`src/rtl/ula_scheduler_if.sv`:
```
// ula_scheduler_if: request, ULA and response signals of the ULA scheduler.
// master = scheduler side, slave = requesters, ULA and response consumer.
// The scheduler drives the readys, the ULA operands and the tagged response.
interface ula_scheduler_if #(
  parameter int WIDTH = 8,
  parameter int CNT_W = 8
);
  logic             req0_valid;
  logic             req0_ready;
  logic [WIDTH-1:0] req0_a;
  logic [WIDTH-1:0] req0_b;
  logic [1:0]       req0_f;
  logic             req1_valid;
  logic             req1_ready;
  logic [WIDTH-1:0] req1_a;
  logic [WIDTH-1:0] req1_b;
  logic [1:0]       req1_f;
  logic [WIDTH-1:0] alu_a;
  logic [WIDTH-1:0] alu_b;
  logic [1:0]       alu_f;
  logic [WIDTH-1:0] alu_saida;
  logic             alu_flag_o;
  logic             rsp_valid;
  logic             rsp_ready;
  logic             rsp_id;
  logic [WIDTH-1:0] rsp_saida;
  logic             rsp_flag_o;
  logic             busy;
  logic [CNT_W-1:0] ovf_count;

  modport master (
    input  req0_valid, req0_a, req0_b, req0_f,
    input  req1_valid, req1_a, req1_b, req1_f,
    input  alu_saida, alu_flag_o, rsp_ready,
    output req0_ready, req1_ready,
    output alu_a, alu_b, alu_f,
    output rsp_valid, rsp_id, rsp_saida, rsp_flag_o,
    output busy, ovf_count
  );

  modport slave (
    output req0_valid, req0_a, req0_b, req0_f,
    output req1_valid, req1_a, req1_b, req1_f,
    output alu_saida, alu_flag_o, rsp_ready,
    input  req0_ready, req1_ready,
    input  alu_a, alu_b, alu_f,
    input  rsp_valid, rsp_id, rsp_saida, rsp_flag_o,
    input  busy, ovf_count
  );
endinterface

```
`src/rtl/ula_scheduler.sv`:
```
// ula_scheduler: round-robin sequencer sharing one external combinational ULA between two requesters.
// Latency: accept -> rsp_valid 2 cycles; one operation in flight, at least 3 cycles per operation.
// Backpressure: rsp_ready low holds the response stable; both readys stay low until back in IDLE.
module ula_scheduler #(
  parameter int WIDTH = 8,
  parameter int CNT_W = 8
) (
  input logic            clk,
  input logic            rst_n,
  ula_scheduler_if.master bus
);

  typedef enum logic [1:0] {
    S_IDLE = 2'd0,
    S_EXEC = 2'd1,
    S_RESP = 2'd2
  } state_t;

  state_t           r_state;
  state_t           w_state_nxt;
  logic             w_gnt0;
  logic             w_gnt1;
  logic             w_accept;
  logic             w_flag;
  logic             w_req0_ready;
  logic             w_req1_ready;
  logic             w_rsp_valid;
  logic             w_busy;
  logic             r_last_grant;
  logic             r_id;
  logic             r_flag;
  logic [WIDTH-1:0] r_alu_a;
  logic [WIDTH-1:0] r_alu_b;
  logic [1:0]       r_alu_f;
  logic [WIDTH-1:0] r_saida;
  logic [CNT_W-1:0] r_ovf_count;

  // Grant selection: a lone requester wins; on a tie the one not served last wins.
  // Only ADD/SUB (f[1]=1) can overflow, so the logic ops mask the ULA flag.
  always_comb begin
    w_gnt0   = bus.req0_valid && (!bus.req1_valid || r_last_grant);
    w_gnt1   = bus.req1_valid && (!bus.req0_valid || !r_last_grant);
    w_accept = (r_state == S_IDLE) && (w_gnt0 || w_gnt1);
    w_flag   = bus.alu_flag_o && r_alu_f[1];
  end

  // State register.
  always_ff @(posedge clk or negedge rst_n) begin
    if (!rst_n) begin
      r_state <= S_IDLE;
    end else begin
      r_state <= w_state_nxt;
    end
  end

  // Next state: IDLE -> EXEC on a grant, EXEC -> RESP always, RESP -> IDLE on handshake.
  always_comb begin
    w_state_nxt = r_state;
    case (r_state)
      S_IDLE:  if (w_gnt0 || w_gnt1) w_state_nxt = S_EXEC;
      S_EXEC:  w_state_nxt = S_RESP;
      S_RESP:  if (bus.rsp_ready) w_state_nxt = S_IDLE;
      default: w_state_nxt = S_IDLE;
    endcase
  end

  // State-decoded outputs; readys are also held low while reset is asserted.
  always_comb begin
    w_req0_ready = rst_n && (r_state == S_IDLE) && w_gnt0;
    w_req1_ready = rst_n && (r_state == S_IDLE) && w_gnt1;
    w_rsp_valid  = (r_state == S_RESP);
    w_busy       = (r_state != S_IDLE);
  end

  // Register the granted operation; alu_* keep the last issued op until the next grant.
  always_ff @(posedge clk or negedge rst_n) begin
    if (!rst_n) begin
      r_alu_a      <= '0;
      r_alu_b      <= '0;
      r_alu_f      <= 2'b00;
      r_id         <= 1'b0;
      r_last_grant <= 1'b1;
    end else if (w_accept) begin
      r_alu_a      <= w_gnt1 ? bus.req1_a : bus.req0_a;
      r_alu_b      <= w_gnt1 ? bus.req1_b : bus.req0_b;
      r_alu_f      <= w_gnt1 ? bus.req1_f : bus.req0_f;
      r_id         <= w_gnt1;
      r_last_grant <= w_gnt1;
    end
  end

  // Capture result and flag at the end of EXEC; overflow count saturates instead of wrapping.
  always_ff @(posedge clk or negedge rst_n) begin
    if (!rst_n) begin
      r_saida     <= '0;
      r_flag      <= 1'b0;
      r_ovf_count <= '0;
    end else if (r_state == S_EXEC) begin
      r_saida <= bus.alu_saida;
      r_flag  <= w_flag;
      if (w_flag && (r_ovf_count != {CNT_W{1'b1}})) begin
        r_ovf_count <= r_ovf_count + {{(CNT_W-1){1'b0}}, 1'b1};
      end
    end
  end

  assign bus.req0_ready = w_req0_ready;
  assign bus.req1_ready = w_req1_ready;
  assign bus.alu_a      = r_alu_a;
  assign bus.alu_b      = r_alu_b;
  assign bus.alu_f      = r_alu_f;
  assign bus.rsp_valid  = w_rsp_valid;
  assign bus.rsp_id     = r_id;
  assign bus.rsp_saida  = r_saida;
  assign bus.rsp_flag_o = r_flag;
  assign bus.busy       = w_busy;
  assign bus.ovf_count  = r_ovf_count;

endmodule

```
`src/flat_wrapper.sv`:
```
// flat-port wrapper written by rule: the top's interface ports become plain ports
module ula_scheduler_flat 
#(
  parameter int WIDTH = 8,
  parameter int CNT_W = 8
)
  (clk, rst_n, bus_req0_valid, bus_req0_a, bus_req0_b, bus_req0_f, bus_req1_valid, bus_req1_a, bus_req1_b, bus_req1_f, bus_alu_saida, bus_alu_flag_o, bus_rsp_ready, bus_req0_ready, bus_req1_ready, bus_alu_a, bus_alu_b, bus_alu_f, bus_rsp_valid, bus_rsp_id, bus_rsp_saida, bus_rsp_flag_o, bus_busy, bus_ovf_count);
  ula_scheduler_if #(.WIDTH(WIDTH), .CNT_W(CNT_W)) bus_i ();
  input logic clk;
  input logic rst_n;
  input wire logic [$bits(bus_i.req0_valid)-1:0] bus_req0_valid;
  input wire logic [$bits(bus_i.req0_a)-1:0] bus_req0_a;
  input wire logic [$bits(bus_i.req0_b)-1:0] bus_req0_b;
  input wire logic [$bits(bus_i.req0_f)-1:0] bus_req0_f;
  input wire logic [$bits(bus_i.req1_valid)-1:0] bus_req1_valid;
  input wire logic [$bits(bus_i.req1_a)-1:0] bus_req1_a;
  input wire logic [$bits(bus_i.req1_b)-1:0] bus_req1_b;
  input wire logic [$bits(bus_i.req1_f)-1:0] bus_req1_f;
  input wire logic [$bits(bus_i.alu_saida)-1:0] bus_alu_saida;
  input wire logic [$bits(bus_i.alu_flag_o)-1:0] bus_alu_flag_o;
  input wire logic [$bits(bus_i.rsp_ready)-1:0] bus_rsp_ready;
  output wire logic [$bits(bus_i.req0_ready)-1:0] bus_req0_ready;
  output wire logic [$bits(bus_i.req1_ready)-1:0] bus_req1_ready;
  output wire logic [$bits(bus_i.alu_a)-1:0] bus_alu_a;
  output wire logic [$bits(bus_i.alu_b)-1:0] bus_alu_b;
  output wire logic [$bits(bus_i.alu_f)-1:0] bus_alu_f;
  output wire logic [$bits(bus_i.rsp_valid)-1:0] bus_rsp_valid;
  output wire logic [$bits(bus_i.rsp_id)-1:0] bus_rsp_id;
  output wire logic [$bits(bus_i.rsp_saida)-1:0] bus_rsp_saida;
  output wire logic [$bits(bus_i.rsp_flag_o)-1:0] bus_rsp_flag_o;
  output wire logic [$bits(bus_i.busy)-1:0] bus_busy;
  output wire logic [$bits(bus_i.ovf_count)-1:0] bus_ovf_count;
  assign bus_i.req0_valid = bus_req0_valid;
  assign bus_i.req0_a = bus_req0_a;
  assign bus_i.req0_b = bus_req0_b;
  assign bus_i.req0_f = bus_req0_f;
  assign bus_i.req1_valid = bus_req1_valid;
  assign bus_i.req1_a = bus_req1_a;
  assign bus_i.req1_b = bus_req1_b;
  assign bus_i.req1_f = bus_req1_f;
  assign bus_i.alu_saida = bus_alu_saida;
  assign bus_i.alu_flag_o = bus_alu_flag_o;
  assign bus_i.rsp_ready = bus_rsp_ready;
  assign bus_req0_ready = bus_i.req0_ready;
  assign bus_req1_ready = bus_i.req1_ready;
  assign bus_alu_a = bus_i.alu_a;
  assign bus_alu_b = bus_i.alu_b;
  assign bus_alu_f = bus_i.alu_f;
  assign bus_rsp_valid = bus_i.rsp_valid;
  assign bus_rsp_id = bus_i.rsp_id;
  assign bus_rsp_saida = bus_i.rsp_saida;
  assign bus_rsp_flag_o = bus_i.rsp_flag_o;
  assign bus_busy = bus_i.busy;
  assign bus_ovf_count = bus_i.ovf_count;
  ula_scheduler #(.WIDTH(WIDTH), .CNT_W(CNT_W)) u_core (.clk(clk), .rst_n(rst_n), .bus(bus_i));
endmodule
```
`config.mk`:
```
export PLATFORM = sky130hd
export DESIGN_NAME = ula_scheduler_flat
export DESIGN_NICKNAME = d
export VERILOG_FILES = /design/src/rtl/ula_scheduler_if.sv /design/src/rtl/ula_scheduler.sv /design/src/flat_wrapper.sv
export SDC_FILE = /design/constraint.sdc
export NUM_CORES = 1
export LEC_CHECK = 0
export BUFFER_PORTS_ARGS = -buffer_cell sky130_fd_sc_hd__clkbuf_2
export CAP_MARGIN = 40
export CORE_MARGIN = 2
export CORE_UTILIZATION = 48
export CTS_BUF_LIST = sky130_fd_sc_hd__clkbuf_8 sky130_fd_sc_hd__clkbuf_16
export DETAILED_ROUTE_END_ITERATION = 6
export MAX_ROUTING_LAYER = met4
export PLACE_DENSITY = 0.85
export SLEW_MARGIN = 20
export SYNTH_ARGS = -nofsm -noshare
export SYNTH_HDL_FRONTEND = slang
export SYNTH_SLANG_ARGS = --single-unit
```
`constraint.sdc`:
```
create_clock -name clk -period 2.85 [get_ports clk]
set_input_delay 0.57 -clock clk [delete_from_list [all_inputs] [get_ports clk]]
set_output_delay 0.57 -clock clk [all_outputs]
set_load 0.02 [all_outputs]
```
==> flow_summary_export.csv <==
group,metric,value,unit
route,wl,3600,um
power,p_int,0.00149,W
clock_network,cts_buffers,5,
global_routing,grt_pass1_wl,6120,um
route,drcViolationCount,0,
timing,fmaxAchievable,484,MHz
synth,yosys_warnings,0,
floorplanning,rows,21,
clock_network,htree_levels,2,
run,maxCapViolCount,0,
timing,slew_viol_final,0,
clock_network,clk_latency,290,ps
clock_network,numClockSinks,39,
layout,areaGrowthSynthToFinish,34.6,%
timing,post-route-period-util,72.5,%
route,avgRoutedWirePerCell,12.4,um
timing,rsz0062_at_grt,"false",
clock_network,ctsHoldBuffers,0,
floorplanning,fp.dieH,64.2,um
hold_path,hp-class,"primary input to asynchronous set/reset pin",
route,via_per_inst,4.96,
setup_path,cp.arrival,1500,ps
power,p_per_area,1080,nW/um2
setup_path,end_kind,"primary output",
floorplanning,design.core.area,3420,um2
clock_network,root_buffer,"clkbuf_8",
setup_path,cp_max_fo,7,
global_routing,antenna_found_initial,0,
floorplanning,start_util,51.0,%
power,p_comb_share,44.3,%
timing,slew_headroom,68.9,%
global_routing,overflow,0,
floorplanning,pin_count,90,
floorplanning,die_w,64.2,um
global_routing,grt_max_degree,32,
clock_network,cts-resized-gates,0,
power,peakVddDrop,0.517,mV
synth,avgSynthCellArea,11.5,um2
route,via_count,1442,
setup_path,required,2280,ps
layout,nNetsFinal,295,
synth,synthTopCellsByArea,"dfrtp_1 55%, mux2i_1 10%, mux2_2 7.1%",
synth,ys_seq_area_share,56.1,%
layout,layout-drive-gt1-share,48.2,%
layout,diodes,0,
synth,syn_inst,152,
clock_network,postCtsSetupBuffers,0,
power,power_frac_clock,17.9,%
route,drt_iter0_markers,68,
floorplanning,die_area,4120,um2
synth,synth_area_leader_cell,"dfrtp_1",
synth,yosys_most_used_dff,"dfrtp_1",
setup_path,worstSetupPathType,"flop to primary output",
place,place_hpwl,2800,um
route,dr.pass1.iters,4,
power,p_leak,1.19,nW
synth,synthTopCellsByCount,"38 x dfrtp_1, 22 x a21oi_1, 20 x nor2_1",
synth,ys_seq_elements,39,
setup_path,crit_start,"u_core.r_state[0]",
synth,yosysTopAreaCellShare,54.6,%
power,p_switching,0.00104,W
route,antenna_left,0,
global_routing,grt_pass1_vias,1411,
synth,synthesis.nets,203,
timing,setup_violations,0,
timing,whs,129,ps
clock_network,clk_pin_slew,80,ps
clock_network,tritoncts,"built",
power,switching_share,41.2,%
synth,synth_area,1740,um2
synth,yosysUniqueCellTypes,30,
clock_network,clockBufferDepth,2,
timing,fin_skew,6.58,ps
timing,hold_violations,0,
layout,nFillCells,286,
synth,synth-edff-count,0,
global_routing,grtUsageTotal,20.0,%
place,place_ws,972,ps
power,seqPwrFrac,37.8,%
place,port_buffers,89,
run_status,status,"finished, final reports clean",
timing,min_period,2070,ps
timing,tightest_slew,467,ps
synth,synth_most_common_cell,"dfrtp_1",
setup_path,worstSetupStartpointType,"flop",
synth,async_flop_share,100,%
setup_path,r2r_start,"u_core.r_state[0]",
timing,tns,0,ps
place,gp_congestion,0.834,
timing,worst_slack,783,ps
cells in the final DEF (no fill, tap or decap), types with 2 or more instances in the layout:
master,count
inv_1,5
clkbuf_2,89
nor2_1,20
mux2_2,11
buf_4,3
a21oi_1,21
mux2i_1,18
dfrtp_1,38
o21ai_0,3
xnor2_1,3
nand2_1,5
clkbuf_8,5
nand4_1,2
sequential cells by signal, indices dropped and copies added, names as in the netlist:
| signal | count |
|---|---|
| u_core.bus.alu_a | 8 |
| u_core.bus.alu_b | 8 |
| u_core.bus.ovf_count | 8 |
| u_core.bus.rsp_saida | 8 |
| u_core.bus.alu_f | 2 |
| u_core.r_state | 2 |
| u_core.bus.rsp_flag_o | 1 |
| u_core.bus.rsp_id | 1 |
| u_core.r_last_grant | 1 |
metrics by stage:
stage | utilization, % | cells | instance area, um2 | total power, W
after detailed placement | 65.3 | 283 | 2230 | 0.00210
after floorplan | - | 152 | 1740 | 0.00172
after global placement | 65.3 | 283 | 2230 | 0.00207
final | 68.6 | 291 | 2340 | 0.00253
after CTS | 68.6 | 291 | 2340 | 0.00256
after global routing | 68.6 | 291 | 2340 | 0.00271
critical path, cell delays in order (launching register included):
cell and delay [ps]:
dfrtp_1 400, nor2_1 360, o2111a_1 270, clkbuf_2 170
power groups by stage:
stage          clock, W  combinational [W]  sequential [W]
6_report       0.000454            0.00112        0.000957
5_1_grt        0.000500            0.00122        0.000996
4_1_cts        0.000464            0.00114        0.000959
3_5_place_dp          0            0.00114        0.000964
3_3_place_gp          0            0.00110        0.000964
2_1_floorplan         0           0.000501         0.00122
worst paths after layout:
| check | cells past startpoint | slack, ps | to |
|---|---|---|---|
| max in group asynchronous | 2 | 2040 | u_core.r_last_grant |
| min reg2reg | 1 | 510 | u_core.bus.rsp_saida[2] |
| max | 3 | 780 | bus_req0_ready |
| min in group clk | 2 | 490 | u_core.r_state[1] |
| max reg2reg | 5 | 960 | u_core.bus.alu_a[0] |
| min | 1 | 130 | u_core.bus.alu_b[5] |
final cells by class:
type                            instances  area (um2)  share of cell area [%]
Tap cell                               46        57.6                    2.46
Timing Repair Buffer                   92         468                    20.0
Inverter                                5        18.8                   0.801
Sequential cell                        39         977                    41.7
Clock inverter                          3        43.8                    1.87
Multi-Input combinational cell        101         708                    30.2
Clock buffer                            5        68.8                    2.94
kinds of logic after synthesis:
kind of cell / share of synthesized area, %
AOI/OAI and AO/OA: 9.99
buffers and inverters: 3.38
and+or+nand+nor: 10.1
DFF: 56.1
muxes: 18.1
xor gates and xnor gates: 1.51
adders and majority gates: 0.719
metal layers:
metal,part of all wire (%),wire length (um),up-vias,global-route usage [%]
li1,-,-,710,-
met5,0,0,-,-
met4,1.6,56,0,7.71
met3,7.0,250,8,5.81
met1,42,1520,664,22.7
met2,49,1770,60,33.6
(Power assumes the default switching activity.)
